## src/rtl/sync_fifo_flex_if.sv

```systemverilog
// Handshake and status bundle for sync_fifo_flex.
// The master modport is the producer/consumer side and the slave modport is the FIFO.
interface sync_fifo_flex_if #(
  parameter int WIDTH = 8,
  parameter int DEPTH = 10
) ();
  localparam int CW = $clog2(DEPTH + 1);

  logic [WIDTH-1:0] data_in;
  logic             wr_en;
  logic [WIDTH-1:0] data_out;
  logic             rd_en;
  logic             err_clr;
  logic             empty;
  logic             full;
  logic             almost_empty;
  logic             almost_full;
  logic [CW-1:0]    count;
  logic             overflow;
  logic             underflow;

  modport master (
    output data_in, wr_en, rd_en, err_clr,
    input  data_out, empty, full, almost_empty, almost_full, count, overflow, underflow
  );

  modport slave (
    input  data_in, wr_en, rd_en, err_clr,
    output data_out, empty, full, almost_empty, almost_full, count, overflow, underflow
  );
endinterface

```

## src/rtl/sync_fifo_flex.sv

```systemverilog
// Synchronous FIFO with any depth, registered or fall-through read, fill count,
// almost-full/almost-empty thresholds and sticky overflow/underflow flags.
module sync_fifo_flex #(
  parameter int WIDTH         = 8,
  parameter int DEPTH         = 10,
  parameter int FWFT          = 0,
  parameter int AFULL_THRESH  = DEPTH - 2,
  parameter int AEMPTY_THRESH = 2
) (
  input logic              clk,
  input logic              rst_n,
  sync_fifo_flex_if.slave  bus
);
  localparam int CW = $clog2(DEPTH + 1);
  localparam int PW = $clog2(DEPTH);

  logic [WIDTH-1:0] mem_q [DEPTH];
  logic [PW-1:0]    wr_ptr_q, wr_ptr_d;
  logic [PW-1:0]    rd_ptr_q, rd_ptr_d;
  logic [CW-1:0]    count_q, count_d;
  logic             empty_q, full_q, aempty_q, afull_q;
  logic             ovf_q, ovf_d;
  logic             udf_q, udf_d;
  logic             wr_ok, rd_ok;

  // Pointers wrap explicitly at DEPTH-1 so non-power-of-two depths work.
  function automatic logic [PW-1:0] next_ptr(input logic [PW-1:0] p);
    return (p == PW'(DEPTH - 1)) ? {PW{1'b0}} : p + PW'(1);
  endfunction

  // Acceptance, pointer/count next state and sticky error next state.
  always_comb begin
    rd_ok    = bus.rd_en && !empty_q;
    wr_ok    = bus.wr_en && (!full_q || rd_ok);
    wr_ptr_d = wr_ptr_q;
    rd_ptr_d = rd_ptr_q;
    count_d  = count_q;
    ovf_d    = ovf_q;
    udf_d    = udf_q;
    if (wr_ok) begin
      wr_ptr_d = next_ptr(wr_ptr_q);
    end else begin
      wr_ptr_d = wr_ptr_q;
    end
    if (rd_ok) begin
      rd_ptr_d = next_ptr(rd_ptr_q);
    end else begin
      rd_ptr_d = rd_ptr_q;
    end
    case ({wr_ok, rd_ok})
      2'b10:   count_d = count_q + CW'(1);
      2'b01:   count_d = count_q - CW'(1);
      default: count_d = count_q;
    endcase
    // Clear wins over a same-cycle rejection.
    if (bus.err_clr) begin
      ovf_d = 1'b0;
      udf_d = 1'b0;
    end else begin
      ovf_d = ovf_q || (bus.wr_en && !wr_ok);
      udf_d = udf_q || (bus.rd_en && !rd_ok);
    end
  end

  // State registers; status flags are decoded from the next count so they track count_q.
  always_ff @(posedge clk or negedge rst_n) begin
    if (!rst_n) begin
      wr_ptr_q <= {PW{1'b0}};
      rd_ptr_q <= {PW{1'b0}};
      count_q  <= {CW{1'b0}};
      empty_q  <= 1'b1;
      full_q   <= 1'b0;
      aempty_q <= 1'b1;
      afull_q  <= 1'b0;
      ovf_q    <= 1'b0;
      udf_q    <= 1'b0;
    end else begin
      wr_ptr_q <= wr_ptr_d;
      rd_ptr_q <= rd_ptr_d;
      count_q  <= count_d;
      empty_q  <= (count_d == {CW{1'b0}});
      full_q   <= (count_d == CW'(DEPTH));
      aempty_q <= (count_d <= CW'(AEMPTY_THRESH));
      afull_q  <= (count_d >= CW'(AFULL_THRESH));
      ovf_q    <= ovf_d;
      udf_q    <= udf_d;
    end
  end

  // Storage array; contents deliberately survive reset.
  always_ff @(posedge clk) begin
    if (wr_ok) begin
      mem_q[wr_ptr_q] <= bus.data_in;
    end
  end

  generate
    if (FWFT != 0) begin : g_fwft
      assign bus.data_out = mem_q[rd_ptr_q];
    end else begin : g_regrd
      logic [WIDTH-1:0] data_out_q;

      // Registered read port: loads the head word only on an accepted pop.
      always_ff @(posedge clk or negedge rst_n) begin
        if (!rst_n) begin
          data_out_q <= {WIDTH{1'b0}};
        end else if (rd_ok) begin
          data_out_q <= mem_q[rd_ptr_q];
        end
      end

      assign bus.data_out = data_out_q;
    end
  endgenerate

  assign bus.count        = count_q;
  assign bus.empty        = empty_q;
  assign bus.full         = full_q;
  assign bus.almost_empty = aempty_q;
  assign bus.almost_full  = afull_q;
  assign bus.overflow     = ovf_q;
  assign bus.underflow    = udf_q;
endmodule

```

## src/flat_wrapper.sv

```systemverilog
// flat-port wrapper written by rule: the top's interface ports become plain ports
module sync_fifo_flex_flat 
#(
  parameter int WIDTH         = 8,
  parameter int DEPTH         = 10,
  parameter int FWFT          = 0,
  parameter int AFULL_THRESH  = DEPTH - 2,
  parameter int AEMPTY_THRESH = 2
)
  (clk, rst_n, bus_data_in, bus_wr_en, bus_rd_en, bus_err_clr, bus_data_out, bus_empty, bus_full, bus_almost_empty, bus_almost_full, bus_count, bus_overflow, bus_underflow);
  sync_fifo_flex_if #(.WIDTH(WIDTH), .DEPTH(DEPTH)) bus_i ();
  input logic clk;
  input logic rst_n;
  input wire logic [$bits(bus_i.data_in)-1:0] bus_data_in;
  input wire logic [$bits(bus_i.wr_en)-1:0] bus_wr_en;
  input wire logic [$bits(bus_i.rd_en)-1:0] bus_rd_en;
  input wire logic [$bits(bus_i.err_clr)-1:0] bus_err_clr;
  output wire logic [$bits(bus_i.data_out)-1:0] bus_data_out;
  output wire logic [$bits(bus_i.empty)-1:0] bus_empty;
  output wire logic [$bits(bus_i.full)-1:0] bus_full;
  output wire logic [$bits(bus_i.almost_empty)-1:0] bus_almost_empty;
  output wire logic [$bits(bus_i.almost_full)-1:0] bus_almost_full;
  output wire logic [$bits(bus_i.count)-1:0] bus_count;
  output wire logic [$bits(bus_i.overflow)-1:0] bus_overflow;
  output wire logic [$bits(bus_i.underflow)-1:0] bus_underflow;
  assign bus_i.data_in = bus_data_in;
  assign bus_i.wr_en = bus_wr_en;
  assign bus_i.rd_en = bus_rd_en;
  assign bus_i.err_clr = bus_err_clr;
  assign bus_data_out = bus_i.data_out;
  assign bus_empty = bus_i.empty;
  assign bus_full = bus_i.full;
  assign bus_almost_empty = bus_i.almost_empty;
  assign bus_almost_full = bus_i.almost_full;
  assign bus_count = bus_i.count;
  assign bus_overflow = bus_i.overflow;
  assign bus_underflow = bus_i.underflow;
  sync_fifo_flex #(.WIDTH(WIDTH), .DEPTH(DEPTH), .FWFT(FWFT), .AFULL_THRESH(AFULL_THRESH), .AEMPTY_THRESH(AEMPTY_THRESH)) u_core (.clk(clk), .rst_n(rst_n), .bus(bus_i));
endmodule
```

## config.mk

```make
export PLATFORM = sky130hd
export DESIGN_NAME = sync_fifo_flex_flat
export DESIGN_NICKNAME = d
export VERILOG_FILES = /design/src/rtl/sync_fifo_flex_if.sv /design/src/rtl/sync_fifo_flex.sv /design/src/flat_wrapper.sv
export SDC_FILE = /design/constraint.sdc
export NUM_CORES = 1
export LEC_CHECK = 0
export CAP_MARGIN = 20
export CELL_PAD_IN_SITES_DETAIL_PLACEMENT = 1
export CELL_PAD_IN_SITES_GLOBAL_PLACEMENT = 1
export CORE_MARGIN = 5
export CORE_UTILIZATION = 35
export CTS_CLUSTER_DIAMETER = 80
export DETAILED_ROUTE_END_ITERATION = 10
export GPL_TIMING_DRIVEN = 0
export PLACE_DENSITY_LB_ADDON = 0.1
export SLEW_MARGIN = 20
export SYNTH_ARGS = -nofsm -noshare
export SYNTH_HDL_FRONTEND = slang
export SYNTH_SLANG_ARGS = --single-unit
```

## constraint.sdc

```tcl
create_clock -name clk -period 2.9 [get_ports clk]
set_input_delay 0.58 -clock clk [delete_from_list [all_inputs] [get_ports clk]]
set_output_delay 0.58 -clock clk [all_outputs]
set_load 0.05 [all_outputs]
```

==> impl_metrics.csv <==
group,metric,value,unit
synthesis,ys_seq_area_share,70.5,%
synthesis,yosys.area_share.xor_xnor,1.41,%
power,clkPwrFrac,23.8,%
drt,drcViolationCount,0,
synthesis,syn_avg_cell_area,16.5,sq um
synthesis,async_reset_ff_share,24.5,%
drt,viasPerCell,4.74,
power,p_sw,1.96,mW
setup_path,cp.required,3.14,ns
synthesis,synth_adder_area_share,0.866,%
setup_path,cp_cell_sequence,"clkdlybuf4s50_1 > nand2b_1 > buf_6 > inv_4 > o21ai_4 > buf_4 > ha_1 > buf_2 > or2_2 > o221a_2 > a2111oi_4",
synthesis,synth_fp_nets,278,
die,fp-row-count,40,
sta,tns,0,ns
synthesis,ys_types,45,
drt,drtAntennaViolNets,0,
die,pin_count,31,
setup_path,endpoint_kind,"flip-flop",
final_layout,layout.nets,321,
min_path,hp-class,"input pin to async pin",
run_status,outcome,"complete, no violations",
clocking,cts_root_buf,"clkbuf_16",
synthesis,synth_top_cell_by_area,"edfxtp_1",
power,swShare,35.5,%
setup_path,max_stage_delay,0.52,ns
drt,wl_per_cell,17.8,um
die,die_x,121,um
synthesis,synth.area.mux_share,13.2,%
synthesis,ys_ff_latch,106,
die,start_util,35.9,%
die,fp.dieH,121,um
sta,relSlewSlack,46.6,%
synthesis,yosysMostFrequentCell,"edfxtp_1",
power,power_frac_seq,38.0,%
setup_path,cpMaxStageDelayCell,"clkdlybuf4s50_1",
run,maxCapViolCount,0,
grt,grt_usage,12.5,%
power,powerDensity,1060,nW/um^2
sta,finalCritPeriodShare,95.4,%
synthesis,synth_area,4330,sq um
sta,clock.fmax,0.361,GHz
power,leakage,1.85,nW
sta,slew_violations,0,
sta,clock_skew,0.00586,ns
setup_path,path_class,"input pin to flip-flop",
drt,drt_iter0_drc,129,
sta,setup_viol,0,
final_layout,diodes,0,
clocking,clockBufferDepth,2,
power,irDropWorstVdd,0.373,mV
placement,dp_hpwl,5960,um
clocking,cts_tree,"built",
setup_path,crit_path_max_fanout,10,
final_layout,final.fill_count,1209,
setup_path,startpoint_type,"input pin",
grt,gr-total-overflow,0,
placement,gp_congestion,0.743,
setup_path,worstPathArrival,3.00,ns
die,core,12100,sq um
clocking,clock_latency,0.34,ns
drt,firstDrtPassIters,4,
synthesis,yosysWarnings,0,
power,finalPower,5.53,mW
synthesis,synth_top_family_by_area,"multiplexers",
grt,grt_pass1_vias,2324,
synthesis,synth_common_cells,"edfxtp_1 (80), dfrtp_1 (24), nand2_1 (24)",
die,die_area,14700,sq um
sta,hold_viol_final,0,
grt,grt_max_degree,27,
final_layout,area_growth_syn_to_layout,21.0,%
clocking,cts_buffers,9,
synthesis,synth_area_leaders,"edfxtp_1 (55%), dfrtp_1 (14%), mux4_2 (5.2%), mux4_1 (3.6%), mux2i_1 (2.3%)",
synthesis,synth_ff_type,"edfxtp_1",
sta,min_period,2.77,ns
synthesis,synth_compound_area_share,5.52,%
sta,tightest_slew,0.798,ns
placement,numPortBuffers,30,
drt,totalWireLength,8490,um
clocking,htree_levels,3,
synthesis,yosys.area_share.simple,6.18,%
power,power.internal,3.57,mW
clocking,hold_buffers,0,
drt,vias,2265,
clocking,cts_sinks,106,
sta,fin_hold_ws,0.247,ns
grt,grt_pass1_wl,13700,um
synthesis,synthCells,262,
sta,rsz0062_at_grt,"no",
power,pwr-share-comb,38.2,%
synthesis,synthDominantCellAreaShare,55.4,%
synthesis,synth_edf_count,80,
grt,antenna_found_initial,0,
final_layout,drive_gt1_share,18.7,%
clocking,path_clk_slew,0.07,ns
[layout by cell type, fill, tap and decap left out, types with 6 or more instances in the layout]
cell type,n
edfxtp_1,80
mux4_1,6
mux4_2,10
dfrtp_1,24
mux2i_1,9
nor2_1,10
clkbuf_1,7
a21oi_1,10
mux2_2,8
clkdlybuf4s50_1,29
nand2_1,24
o21ai_1,8
clkbuf_16,9
[state kept, by name, indices dropped and copies added, names as in the netlist]
register                 cells
u_core.bus.empty             1
u_core.bus.data_out          8
u_core.bus.full              1
u_core.bus.overflow          1
u_core.bus.count             4
u_core.bus.almost_full       1
u_core.bus.almost_empty      1
u_core.mem_q                80
u_core.rd_ptr_q              4
u_core.bus.underflow         1
u_core.wr_ptr_q              4
[worst max-delay path, delay by kind of cell]
| family | cells | cell delay [ns] |
|---|---|---|
| simple gates | 2 | 0.39 |
| compound gates | 3 | 0.67 |
| fa+ha+maj | 1 | 0.26 |
| buf+inv | 5 | 1.11 |
[layout make-up]
class                   count  area (sq um)  share of cell area, %
repair buffers             32           308                   5.87
multi-input cells         137          1230                   23.5
plain buffers              13          82.6                   1.58
clock buffers              10           229                   4.37
flip-flops and latches    106          3060                   58.3
inverters                   6          25.0                  0.477
clock inverters             6          97.6                   1.86
well taps                 168           210                   4.01
[through the flow]
stage	area (sq um)	util (%)	worst slack, ns	cells
after floorplan	4330	-	0.00990	262
after global placement	4840	40.2	-0.734	460
after detailed placement	4860	40.3	-0.798	461
after CTS	5220	43.2	0.0259	478
after global routing	5240	43.5	0.0109	478
final	5240	43.5	0.134	478
[power groups by stage]
stage               Combinational (mW)  Clock (mW)  Sequential, mW
floorplan                         1.10           0            2.47
global placement                  2.05           0            2.13
detailed placement                2.07           0            2.14
CTS                               2.11        1.35            2.11
global route                      2.29        1.43            2.14
finish                            2.11        1.32            2.10
[logic make-up after synthesis]
| kind of cell | count (synthesis) |
|---|---|
| xor gates and xnor gates | 7 |
| AOI/OAI and AO/OA | 37 |
| muxes | 34 |
| buffers and inverters | 19 |
| and+or+nand+nor | 56 |
| DFF | 106 |
| adders and majority gates | 3 |
[routing by layer]
layer  routed length, um  vias to the layer above  track usage (%)
met2                3810                       41             19.1
met3                 376                        6             3.59
li1                    -                     1091                -
met5                   0                        -                0
met1                4190                     1127             17.4
met4                 121                        0             3.57
[timing repair]
item                                    4_1_cts  5_1_grt
resized for setup                             5        5
endpoints found under the setup margin        4       26
pin swaps                                     1        2
buffers inserted                              1        0
[worst paths after layout]
check,startpoint,end,slack (ns),depth (start not counted)
worst max-delay path,bus_rd_en,u_core.bus.almost_empty,0.13,11
worst min-delay path,rst_n,u_core.wr_ptr_q[0],0.25,1
worst max register to register,u_core.bus.empty,u_core.bus.almost_empty,0.27,10
worst min register to register,u_core.bus.data_out[3],u_core.bus.data_out[3],0.47,2
max in group asynchronous,rst_n,u_core.bus.data_out[2],2.25,1
min in group clk,u_core.bus.data_out[3],u_core.bus.data_out[3],0.47,2
Power figures use the tool's default switching activity.
==> RTL change (same settings) <==
`DEPTH` is set to 10 in 3 places; all go to 5.
--- a/src/rtl/sync_fifo_flex_if.sv
+++ b/src/rtl/sync_fifo_flex_if.sv
@@ -3,5 +3,5 @@
 interface sync_fifo_flex_if #(
   parameter int WIDTH = 8,
-  parameter int DEPTH = 10
+  parameter int DEPTH = 5
 ) ();
   localparam int CW = $clog2(DEPTH + 1);
--- a/src/rtl/sync_fifo_flex.sv
+++ b/src/rtl/sync_fifo_flex.sv
@@ -3,5 +3,5 @@
 module sync_fifo_flex #(
   parameter int WIDTH         = 8,
-  parameter int DEPTH         = 10,
+  parameter int DEPTH         = 5,
   parameter int FWFT          = 0,
   parameter int AFULL_THRESH  = DEPTH - 2,
--- a/src/flat_wrapper.sv
+++ b/src/flat_wrapper.sv
@@ -3,5 +3,5 @@
 #(
   parameter int WIDTH         = 8,
-  parameter int DEPTH         = 10,
+  parameter int DEPTH         = 5,
   parameter int FWFT          = 0,
   parameter int AFULL_THRESH  = DEPTH - 2,
Ports: changed (resized bus_count); port bits go from 31 to 30. No check against the original RTL was run, so the function may have changed too.
==> RTL change against the unedited design <==
Sequential share of layout area down 1.8 points; design area down 40%; routed wire length down 39%; power down 39%; critical path depth down 2; sequential cell count down 43; maximum frequency up 3.9%; final cell count down 39%; synthesized area down 42%; setup slack better by 0.10 ns; highest routed layer unchanged.
==> RTL change: results (changes against the unedited design) <==
| Metric | Value |
|---|---|
| Nets | `211 (was 321)` |
| Met2 Resource Use GR | `23.4% (was 19.1%)` |
| Total track usage | `13.5% (was 12.5%)` |
| Clock tree root buffer cell | `clkbuf_8 (was clkbuf_16)` |
| Fill count | `688 (was 1209)` |
| FF-to-FF path depth | `8 (was 10)` |
| Reg area | `1780 sq um (was 3060 sq um)` |
| Lkg Pwr | `0.00114 uW (was 0.00185 uW)` |
| DPL Wire Length | `3870 microns (was 5960 microns)` |
| R2R setup slack | `0.37 ns (was 0.27 ns)` |
| Max Clock Skew | `0.0110 ns (was 0.00586 ns)` |
| Ys async rst share | `36.5% (was 24.5%)` |
| Library cells used by synthesis | `32 (was 45)` |
| WHS | `0.232 ns (was 0.247 ns)` |
| Largest net degree at the start of global routing | `24 (was 27)` |
| Initial DRC count | `59 (was 129)` |
| GR Layer Usage met1 | `15.9% (was 17.4%)` |
| Peak VDD IR | `0.000453 V (was 0.000373 V)` |
| Status | `completed (unchanged)` |
| Post-synth top cells | `edfxtp_1 (40), dfrtp_1 (21), a21oi_1 (11), nor2_1 (11), mux2i_1 (9) (was edfxtp_1 (80), dfrtp_1 (24), nand2_1 (24))` |
| Slowest cell delay on critical path | `0.45 ns (was 0.52 ns)` |
| Share of layout cells above drive strength 1 | `23.4% (was 18.7%)` |
| Setup bufs post-CTS | `0 (was 1)` |
| Met3 GRT Util | `3.11% (was 3.59%)` |
| Worst rel slew slack | `49.5% (was 46.6%)` |
| I/O Buffers | `29 (was 30)` |
| Max FFs per register | `40 (was 80)` |
| Final Wtd Congestion | `0.657 (was 0.743)` |
| Reg-to-Reg End | `u_core.bus.full (was u_core.bus.almost_empty)` |
| Global-route wire length before repair | `8660 microns (was 13700 microns)` |
-- RTL change: cell types whose count changed after synthesis, moves of 4 or more --
cell      before  now
clkbuf_1       6    0
edfxtp_1      80   40
mux2_2         8    3
mux4_1         6    0
nand2_1       24    2
nor3_1         4    0
o21ai_1        8    0
-- RTL change: logic make-up after synthesis --
kind of cell             Yosys count  synth area share [%]
XOR/XNOR                           2                 0.697
multiplexers                      20                  12.1
AO/OA/AOI/OAI                     22                  5.72
adder cells (fa/ha/maj)            6                  3.29
buffers and inverters             13                  2.74
AND/OR/NAND/NOR                   22                  4.68
flip-flops                        63                  70.8
-- RTL change: worst max-delay path: cells and delay by family --
kind	cells	cell delay (ns)
AOI/OAI and AO/OA	1	0.24
xor gates and xnor gates	1	0.16
adders and majority gates	2	0.64
buffers and inverters	3	0.76
and+or+nand+nor	2	0.52
-- RTL change: per-stage QoR --
step           cells  setup TNS, ns
3_5_place_dp     278          -1.54
2_1_floorplan    148              0
5_1_grt          293              0
4_1_cts          294              0
3_3_place_gp     273         -23.81
6_report         293              0
-- RTL change: cell type report --
| class | count | area share [%] |
|---|---|---|
| buffer | 4 | 0.993 |
| clock buffer | 10 | 4.05 |
| clock inverter | 6 | 1.19 |
| inverter | 8 | 0.954 |
| multi-input combinational | 72 | 22.2 |
| sequential | 63 | 56.5 |
| tap | 96 | 3.81 |
| timing repair buffer | 34 | 10.3 |
-- RTL change: worst max-delay path by stage --
stage | from | to | slack [ns] | depth (start not counted)
2_1_floorplan | u_core.bus.empty | u_core.bus.full | 0.23 | 9
3_3_place_gp | bus_rd_en | u_core.mem_q[4][6] | -0.83 | 5
3_5_place_dp | bus_rd_en | u_core.bus.empty | -0.33 | 10
4_1_cts | bus_rd_en | u_core.bus.empty | 0.03 | 10
5_1_grt | bus_rd_en | u_core.bus.full | 0.09 | 9
6_report | bus_rd_en | u_core.bus.full | 0.24 | 9
-- RTL change: metal layers --
layer  vias up  share of wire, %
li1        649                 -
met1       716                41
met4         0               1.7
met3         9               2.8
met2        24                54
met5         -                 0
-- RTL change: power by group through the flow --
stage	combinational [uW]	sequential, uW	clock [uW]
after floorplan	611	1680	0
after global placement	1340	1340	0
after detailed placement	1420	1370	0
after CTS	1430	1360	662
after global routing	1520	1380	710
final	1400	1350	639
-- RTL change: repair_timing --
item,CTS,global route
hold endpoints to repair,0,0
gates resized for setup,0,2
endpoints found under the setup margin,0,5
